==> config.mk <==
export PLATFORM = sky130hd
export DESIGN_NAME = mem_stage_wb
export DESIGN_NICKNAME = d
export VERILOG_FILES = /design/src/rtl/cpu_pkg.sv /design/src/rtl/load_align.sv /design/src/rtl/mem_stage_wb.sv
export SDC_FILE = /design/constraint.sdc
export NUM_CORES = 1
export LEC_CHECK = 0
export ABC_AREA = 1
export BUFFER_PORTS_ARGS = -buffer_cell sky130_fd_sc_hd__clkbuf_2
export CAP_MARGIN = 15
export CORE_MARGIN = 10
export CORE_UTILIZATION = 31
export DETAILED_ROUTE_END_ITERATION = 8
export PLACE_DENSITY = 0.66
export SLEW_MARGIN = 20
export SYNTH_ARGS = -nofsm -noshare
export SYNTH_HDL_FRONTEND = slang
export SYNTH_SLANG_ARGS = --single-unit
==> constraint.sdc <==
create_clock -name clk -period 2.3 [get_ports clk]
set_input_delay 0.46 -clock clk [delete_from_list [all_inputs] [get_ports clk]]
set_output_delay 0.46 -clock clk [all_outputs]
set_load 0.005 [all_outputs]
==> src/rtl/cpu_pkg.sv <==
// Shared CPU definitions: opcodes, MemtoReg encodings, MEM-stage FSM states
// and the access-size decode used by the store and load-alignment paths.
package cpu_pkg;

  localparam logic [5:0] OP_BEQ  = 6'h04;
  localparam logic [5:0] OP_BNE  = 6'h05;
  localparam logic [5:0] OP_BLEZ = 6'h06;
  localparam logic [5:0] OP_BGTZ = 6'h07;
  localparam logic [5:0] OP_LB   = 6'h20;
  localparam logic [5:0] OP_LH   = 6'h21;
  localparam logic [5:0] OP_LW   = 6'h23;
  localparam logic [5:0] OP_LBU  = 6'h24;
  localparam logic [5:0] OP_LHU  = 6'h25;
  localparam logic [5:0] OP_SB   = 6'h28;
  localparam logic [5:0] OP_SH   = 6'h29;
  localparam logic [5:0] OP_SW   = 6'h2B;

  localparam logic [1:0] MTR_ALU = 2'd0;
  localparam logic [1:0] MTR_MEM = 2'd1;
  localparam logic [1:0] MTR_PC  = 2'd2;

  typedef enum logic { ST_IDLE = 1'b0, ST_WAIT = 1'b1 } mem_state_e;

  typedef enum logic [1:0] { SZ_BYTE, SZ_HALF, SZ_WORD } acc_size_e;

  // Unknown opcodes that still carry an access flag fall back to a word access.
  function automatic acc_size_e access_size(input logic [5:0] op);
    case (op)
      OP_LB, OP_LBU, OP_SB: return SZ_BYTE;
      OP_LH, OP_LHU, OP_SH: return SZ_HALF;
      default:              return SZ_WORD;
    endcase
  endfunction

  function automatic logic is_signed_load(input logic [5:0] op);
    return (op == OP_LB) || (op == OP_LH);
  endfunction

endpackage

==> src/rtl/load_align.sv <==
// Load-data alignment: selects the addressed byte/half lane of the read word
// and sign- or zero-extends it according to the load opcode.
module load_align
  import cpu_pkg::*;
(
  input  logic [31:0] rdata,
  input  logic [1:0]  addr,
  input  logic [5:0]  opcode,
  output logic [31:0] data
);

  logic [31:0] shifted;
  logic        sext;

  assign sext = is_signed_load(opcode);

  // NOTE: every output of a combinational block gets a default first, so no
  // path through the case statement can leave it unassigned and infer a latch.
  always_comb begin
    shifted = rdata;
    data    = rdata;
    case (access_size(opcode))
      SZ_BYTE: begin
        shifted = rdata >> {addr, 3'b000};
        data    = {{24{sext & shifted[7]}}, shifted[7:0]};
      end
      // A misaligned half (addr[0]=1) still reads the lane picked by addr[1].
      SZ_HALF: begin
        shifted = rdata >> {addr[1], 4'b0000};
        data    = {{16{sext & shifted[15]}}, shifted[15:0]};
      end
      default: data = rdata;
    endcase
  end

endmodule

==> src/rtl/mem_stage_wb.sv <==
// MEM stage with data-memory handshake, branch resolution and MEM/WB register.
// Optional access timeout and sticky error flag: define MEM_TIMEOUT_EN.
module mem_stage_wb
  import cpu_pkg::*;
#(
  parameter int unsigned TIMEOUT_CYCLES = 64
) (
  input  logic        clk,
  input  logic        reset,
  input  logic [31:0] add_result_in,
  input  logic [31:0] result_in,
  input  logic [31:0] Read_2_in,
  input  logic [2:0]  zero_in,
  input  logic [4:0]  RtorRd_in,
  input  logic [5:0]  OpCode_in,
  input  logic        MemWr_in,
  input  logic        MemRead_in,
  input  logic        Branch_in,
  input  logic        RegWr_in,
  input  logic [1:0]  MemtoReg_in,
  output logic        dmem_req,
  output logic        dmem_we,
  output logic [31:0] dmem_addr,
  output logic [31:0] dmem_wdata,
  output logic [3:0]  dmem_be,
  input  logic        dmem_ready,
  input  logic [31:0] dmem_rdata,
  output logic        mem_stall,
  output logic        pc_src_o,
  output logic [31:0] branch_target_o,
  output logic [31:0] mem_data_o,
  output logic [31:0] result_o,
  output logic [4:0]  RtorRd_o,
  output logic [1:0]  MemtoReg_o,
  output logic        RegWr_o,
  output logic        mem_err_o
);

  if (TIMEOUT_CYCLES < 1 || TIMEOUT_CYCLES > 255) begin : g_bad_timeout
    $error("mem_stage_wb: TIMEOUT_CYCLES must be in 1..255");
  end

  mem_state_e  state_q, state_d;
  acc_size_e   size;
  logic        access, is_store, is_load, complete, timeout_hit, br_cond;
  logic [31:0] load_data;

  logic [31:0] mem_data_q, mem_data_d, result_q, result_d;
  logic [4:0]  rd_q, rd_d;
  logic [1:0]  mtr_q, mtr_d;
  logic        regwr_q, regwr_d;

  // A store wins when both access flags are set.
  assign access   = MemRead_in | MemWr_in;
  assign is_store = MemWr_in;
  assign is_load  = MemRead_in & ~MemWr_in;
  assign size     = access_size(OpCode_in);

`ifdef MEM_TIMEOUT_EN
  logic [7:0] wait_cnt_q, wait_cnt_d;
  logic       mem_err_q, mem_err_d;

  // The Nth WAIT cycle is the one where the counter still reads N-1.
  assign timeout_hit = access & (state_q == ST_WAIT) & ~dmem_ready &
                       (wait_cnt_q == 8'(TIMEOUT_CYCLES - 1));

  always_comb begin
    wait_cnt_d = '0;
    if (state_q == ST_WAIT) wait_cnt_d = wait_cnt_q + 8'd1;
    mem_err_d = mem_err_q | timeout_hit;
  end

  always_ff @(posedge clk or posedge reset) begin
    if (reset) begin
      wait_cnt_q <= '0;
      mem_err_q  <= 1'b0;
    end else begin
      wait_cnt_q <= wait_cnt_d;
      mem_err_q  <= mem_err_d;
    end
  end

  assign mem_err_o = mem_err_q;
`else
  assign timeout_hit = 1'b0;
  assign mem_err_o   = 1'b0;
`endif

  assign complete  = access & (dmem_ready | timeout_hit);
  // Request and stall are gated by reset so they fall the moment reset rises.
  assign mem_stall = access & ~complete & ~reset;
  assign dmem_req  = access & ~reset;
  assign dmem_we   = dmem_req & is_store;
  assign dmem_addr = {result_in[31:2], 2'b00};

  always_comb begin
    dmem_be    = 4'h0;
    dmem_wdata = Read_2_in;
    case (size)
      SZ_BYTE: begin
        dmem_be    = 4'b0001 << result_in[1:0];
        dmem_wdata = {4{Read_2_in[7:0]}};
      end
      SZ_HALF: begin
        dmem_be    = 4'b0011 << {result_in[1], 1'b0};
        dmem_wdata = {2{Read_2_in[15:0]}};
      end
      default: dmem_be = 4'hF;
    endcase
    if (!access) dmem_be = 4'h0;
  end

  always_comb begin
    state_d = state_q;
    case (state_q)
      ST_IDLE: if (access && !complete) state_d = ST_WAIT;
      ST_WAIT: if (complete || !access) state_d = ST_IDLE;
      default: state_d = ST_IDLE;
    endcase
  end

  load_align u_load_align (
    .rdata  (dmem_rdata),
    .addr   (result_in[1:0]),
    .opcode (OpCode_in),
    .data   (load_data)
  );

  // A stall cycle inserts a bubble: write-enable and MemtoReg clear, the rest hold.
  always_comb begin
    mem_data_d = mem_data_q;
    result_d   = result_q;
    rd_d       = rd_q;
    mtr_d      = mtr_q;
    regwr_d    = 1'b0;
    if (mem_stall) begin
      mtr_d = MTR_ALU;
    end else begin
      mem_data_d = (is_load && !timeout_hit) ? load_data : 32'h0;
      result_d   = result_in;
      rd_d       = RtorRd_in;
      mtr_d      = MemtoReg_in;
      regwr_d    = RegWr_in;
    end
  end

  // NOTE: sequential state uses non-blocking assignments so every flop samples
  // pre-edge values, independent of the order the always_ff blocks execute in.
  always_ff @(posedge clk or posedge reset) begin
    if (reset) begin
      state_q    <= ST_IDLE;
      mem_data_q <= '0;
      result_q   <= '0;
      rd_q       <= '0;
      mtr_q      <= '0;
      regwr_q    <= 1'b0;
    end else begin
      state_q    <= state_d;
      mem_data_q <= mem_data_d;
      result_q   <= result_d;
      rd_q       <= rd_d;
      mtr_q      <= mtr_d;
      regwr_q    <= regwr_d;
    end
  end

  assign mem_data_o = mem_data_q;
  assign result_o   = result_q;
  assign RtorRd_o   = rd_q;
  assign MemtoReg_o = mtr_q;
  assign RegWr_o    = regwr_q;

  always_comb begin
    br_cond = 1'b0;
    case (OpCode_in)
      OP_BEQ:  br_cond = zero_in[0];
      OP_BNE:  br_cond = ~zero_in[0];
      OP_BLEZ: br_cond = zero_in[1];
      OP_BGTZ: br_cond = zero_in[2];
      default: br_cond = 1'b0;
    endcase
  end

  assign pc_src_o        = Branch_in & br_cond & ~mem_stall;
  assign branch_target_o = add_result_in;

endmodule

* Word level (Yosys, flattened, before mapping)
Cells that the tools add are included.
** Storage, ports and cells
- Register bits after elaboration :: 72
- Bits in latches :: 0
- Memory bits (writable) :: 0
- Memory bits (read-only) :: 0
- Output and inout port bits :: 177
- Word-level logic and storage cells :: 49
- Memories :: 0
** Cells by class
- Add/sub/neg operators :: 0
- $mul :: 0
- Divide/modulo/power cells :: 0
- Order comparisons :: 0
- Equality and inequality tests :: 11
- Shift operators :: 4
- Multiplexer cells :: 9
- Bitwise gates (word level) :: 16
- Reduce and logical (&&, ||, !) cells :: 4
** Operators with widths (number)
- 32-bit one-hot mux with 2 select lines :: 2
- 6-bit equality test, second input constant :: 6
- 32-bit two-way mux :: 1
- 32-bit by 5-bit >> shifter with 16-bit output :: 1
- 32-bit by 5-bit >> shifter with 8-bit output :: 1
- 6-bit by 3-bit equality test with 1-bit output, second input constant :: 4
- 1-bit bitwise AND :: 10
- 4-bit one-hot mux with 2 select lines :: 1
- 3-bit OR reduction :: 2
- 1-bit NOT :: 5
- 4-bit two-way mux :: 1
- 1-bit one-hot mux with 4 select lines :: 1
- 2-bit one-hot mux with 2 select lines :: 1
- 1-bit by 2-bit << shifter with 4-bit output, first input constant :: 1
- 2-bit by 2-bit << shifter with 4-bit output, first input constant :: 1
- 2-bit by 1-bit equality test with 1-bit output, second input constant :: 1
- 2-bit logical NOT :: 1
- 2-bit two-way mux :: 1
- 1-bit logical OR :: 1
- 1-bit two-way mux :: 1
- 1-bit bitwise OR :: 1

* Logic depth before layout (Yosys ltp)
- Depth after elaboration :: 7
- Gate-level depth with buffers :: 10

* Modules after synthesis
A second synthesis with hierarchy kept.
** Second synthesis, totals
- Cells, all modules :: 677
- Area, all modules :: 4704.5 sq um
** By module, submodules not included
- mem_stage_wb :: instances 1, cells each 507, area an instance 3865.0 sq um
- load_align :: instances 1, cells each 170, area an instance 839.6 sq um

* Worst setup path after synthesis
Ideal clock, no wire load.
- Path type :: input port to output port
- Start point :: in OpCode_in[4]
- End point :: out dmem_be[2]
- Data arrival time :: 1.355 ns
- Slack :: 0.485 ns
- Cell stages on the path :: 10
- Path buffers :: 1
- Cells stage by stage :: inv_1 -> nand2_1 -> nor2_2 -> nand2_1 -> buf_2 -> nor2_4 -> nand2_1 -> nand2_1 -> o21ai_1 -> inv_1
** On the way
- Word-level cells in the longest chain between the ends :: 6
- Elaborated cells on any way between the ends :: 13
- Classes of those cells :: eq/ne (7); mux (3); reduce/logical (3)
** RTL lines
- start: declaration :: RTL line mem_stage_wb.sv:15 : input logic [5:0] OpCode_in,
- 6-bit equality test :: RTL line cpu_pkg.sv:28 : case (op)
- 3-bit OR reduction :: RTL line cpu_pkg.sv:28
- 2-bit one-hot mux with 2 select lines * :: RTL line cpu_pkg.sv:28
- 2-bit by 1-bit equality test with 1-bit output or 2-bit logical NOT (tied branches) :: RTL line mem_stage_wb.sv:99 : case (size)
- 4-bit one-hot mux with 2 select lines * :: RTL line mem_stage_wb.sv:99
- 4-bit two-way mux * :: RTL line mem_stage_wb.sv:110 : if (!access) dmem_be = 4'h0;
- end: declaration :: RTL line mem_stage_wb.sv:25 : output logic [3:0] dmem_be,
Every way passes the cells marked *; elsewhere a longest branch is shown, timed or not.

* Worst setup path in the final report
Ends and elaborated chain as after synthesis.

==> metrics.txt <==
outcome=completed; fraction of layout cells with a size suffix above 1=36.0%; Net Sw Frac=~28%; Mapped Area=4580 um^2; via count=between 4,000 and 5,000; CTS buffer count=9; power per standard cell area=591 nW/um^2; Seq pwr share=roughly two fifths; CTS Hold Buffers Added=0; Worst path slowest cell=inv_1; slowest stage delay, CP=around 300 ps; Critical Path End Type=output pin; GR Overflow Total=0; drt initial violations=390; post-layout minimum cycle time=approximately 2100 ps; Buf/Inv on CP=5; vias in the first global route=roughly 5,000; Die Y-Extent=between 100 and 150 um; vias per inst=about 4.6; Slew Viols, Final=0; Core ar.=14,500 um^2; FMAX=approximately 0.47 GHz; CTS max path bufs=2; worst-path cell chain=clkbuf_2 -> inv_1 -> nand2_1 -> nor2_2 -> nand2_1 -> inv_1 -> nand2_1 -> o21ai_1 -> inv_1 -> clkbuf_2; Inserted Diodes=0; # rows=44; Pre-antenna DRT Iters=6; kind of critical path=in -> out; Root Buffer=clkbuf_16; DRC violations left=0; Hold Crit Class=in -> async; placed wire-length estimate=roughly 14,000 um; Sink Count=72; first-pass GRT wire length=27,400 um; CP top delay family=buffers and inverters; worst-path fanout max=11; antenna violations before repair=1; Antenna Nets Post-Route=0; Initial Utilization=roughly a third; area grow syn2layout=28.2%; io pins=between 300 and 400; Yosys top cell area share=39.3%; per-cell routed wire length=about 17 um; Buffers on Ports=260; Synth Warn #=0; Critical Path Source Type=input pin; register area share after synthesis=between 30 and 40%; Cell Int Power=2.51 mW; GRT Util Overall=around 17%; Routability Congestion=~0.9; pin count of the biggest net entering global routing=73; Worst Path Arrival=1650 ps; hold violation count in the final report=0; Setup Skew=0 ps; Final nets=1,013; Final TNS setup=0 ps; Avg Synthesized Cell Area=approximately 6.8 um^2; leak pwr=between 3 and 4 nW; RSZ-0062 raised after global routing=false; Resized Gates After CTS=0; Tot Pwr=roughly 3.5 mW; Max Cap Viol=0; Clock transition at path regs=roughly 60 ps; logic gate share of total power=between 20% and 30%; CTS tree=done; Die ar.=approximately 20,000 um^2; P_sw=approximately 960 uW; Synth area leaders=dfrtp_1 (39%), nand2_1 (24%), buf_4 (13%); Critical Path RT=1840 ps; DRT Wirelength=18,000 um; Clk Latency, worst-skew pair=around 320 ps; Die W=between 100 and 150 um; CTS H-tree lvls=3; Post-Syn Instances=671; count of cell types in the netlist=23; IR Drop Worst-Case VDD=approximately 290 uV; leading area contributor after synthesis=dfrtp_1; fin crit share=91.6%; Post-CTS Setup Bufs=0; Final Cell Area=5870 um^2; Clock Power Share=around 39%; FF+latch count, synth=between 70 and 80; Final setup viols=0; Post-DP Area=approximately 5600 um^2
final cells by class:
| cell class | count | area [um^2] |
|---|---|---|
| inverters | 38 | 143 |
| clock buffers | 12 | 246 |
| clock inverters | 3 | 42.5 |
| flip-flops and latches | 72 | 1800 |
| fillers | 1602 | 8610 |
| multi-input cells | 463 | 1950 |
| well taps | 184 | 230 |
| repair buffers | 278 | 1460 |
per-stage QoR:
| stage | util, % | setup slack, ps | hold slack, ps | std cells |
|---|---|---|---|---|
| floorplan | - | 15.1 | 465 | 673 |
| global placement | 38.5 | 215 | 454 | 1035 |
| detailed placement | 38.5 | 203 | 457 | 1035 |
| CTS | 40.5 | 196 | 263 | 1050 |
| global route | 40.5 | 61.6 | 283 | 1050 |
| finish | 40.5 | 193 | 207 | 1050 |
placed cells by master, fill, tap and decap left out:
| cell type | netlist | routed |
|---|---|---|
| nor2_1 | 57 | 57 |
| nand3_4 | 1 | 1 |
| bufinv_16 | 0 | 1 |
| nand4_1 | 15 | 15 |
| nor2_4 | 2 | 2 |
| o21ai_0 | 19 | 19 |
| inv_1 | 32 | 31 |
| nand2_4 | 1 | 1 |
| buf_12 | 0 | 2 |
| buf_4 | 77 | 16 |
| clkinvlp_4 | 0 | 1 |
| clkbuf_2 | 0 | 260 |
| nor3_1 | 3 | 3 |
| clkbuf_8 | 0 | 1 |
| conb_1 | 1 | 3 |
| o21a_1 | 1 | 1 |
| inv_2 | 6 | 7 |
| nand3_1 | 38 | 38 |
| nor2_2 | 5 | 5 |
| nand2_1 | 294 | 294 |
| clkinv_2 | 0 | 1 |
| o211ai_2 | 1 | 1 |
| clkbuf_16 | 0 | 9 |
| a21oi_1 | 18 | 18 |
| nand2_2 | 4 | 4 |
| clkbuf_1 | 2 | 2 |
| dfrtp_1 | 72 | 72 |
| o21ai_1 | 1 | 1 |
state kept, by name, summed over array words and instances (netlist names):
signal      count
RtorRd_o        5
result_o       32
RegWr_o         1
MemtoReg_o      2
mem_data_o     32
cell usage after synthesis, drive strengths merged:
cell	number
nor2	64
a21oi	18
inv	38
nand2	299
nand3	39
buf	98
dfrtp	72
clkbuf	2
o21a	1
conb	1
o21ai	20
nor3	3
o211ai	1
nand4	15
final timing paths:
kind,slack [ps],cells after the start,startpoint,to
min in group clk,320,3,MemtoReg_in[1],MemtoReg_o[1]$_DFF_PP0_
max in group asynchronous,1710,3,reset,RegWr_o$_DFF_PP0_
max reg2reg,1650,2,result_o[12]$_DFFE_PP0N_,result_o[12]$_DFFE_PP0N_
min,210,3,reset,result_o[6]$_DFFE_PP0N_
max,190,10,OpCode_in[4],dmem_be[2]
min reg2reg,470,2,result_o[26]$_DFFE_PP0N_,result_o[26]$_DFFE_PP0N_
power by group through the flow:
| stage | clock network [mW] | logic, mW | registers, mW |
|---|---|---|---|
| 5_1_grt | 1.46 | 0.797 | 1.41 |
| 6_report | 1.36 | 0.710 | 1.40 |
| 3_3_place_gp | 0 | 0.715 | 1.42 |
| 4_1_cts | 1.40 | 0.723 | 1.40 |
| 3_5_place_dp | 0 | 0.720 | 1.42 |
| 2_1_floorplan | 0 | 0.392 | 1.43 |
metal layers:
metal,part of all wire (%),wire length (um),vias up,track usage [%]
met1,42,7560,2243,21.1
met3,6.8,1220,36,5.31
met2,49,8900,155,28.1
met4,1.8,325,2,4.95
li1,-,-,2394,-
met5,0.072,13,-,0
cells by family (layout without fill, tap and decap cells):
family	Yosys count	after routing	synth area share, %
other	1	3	0.0819
AO/OA/AOI/OAI	40	40	4.59
buffers and inverters	138	331	18.3
AND/OR/NAND/NOR	420	420	37.7
flip-flops	72	72	39.3
worst register-to-register path, cell delays in order (launching register included):
cell,delay [ps]
dfrtp_1,410
nand2_1,80
nand2_1,50
Note: power is estimated with default switching activity, not from simulation.
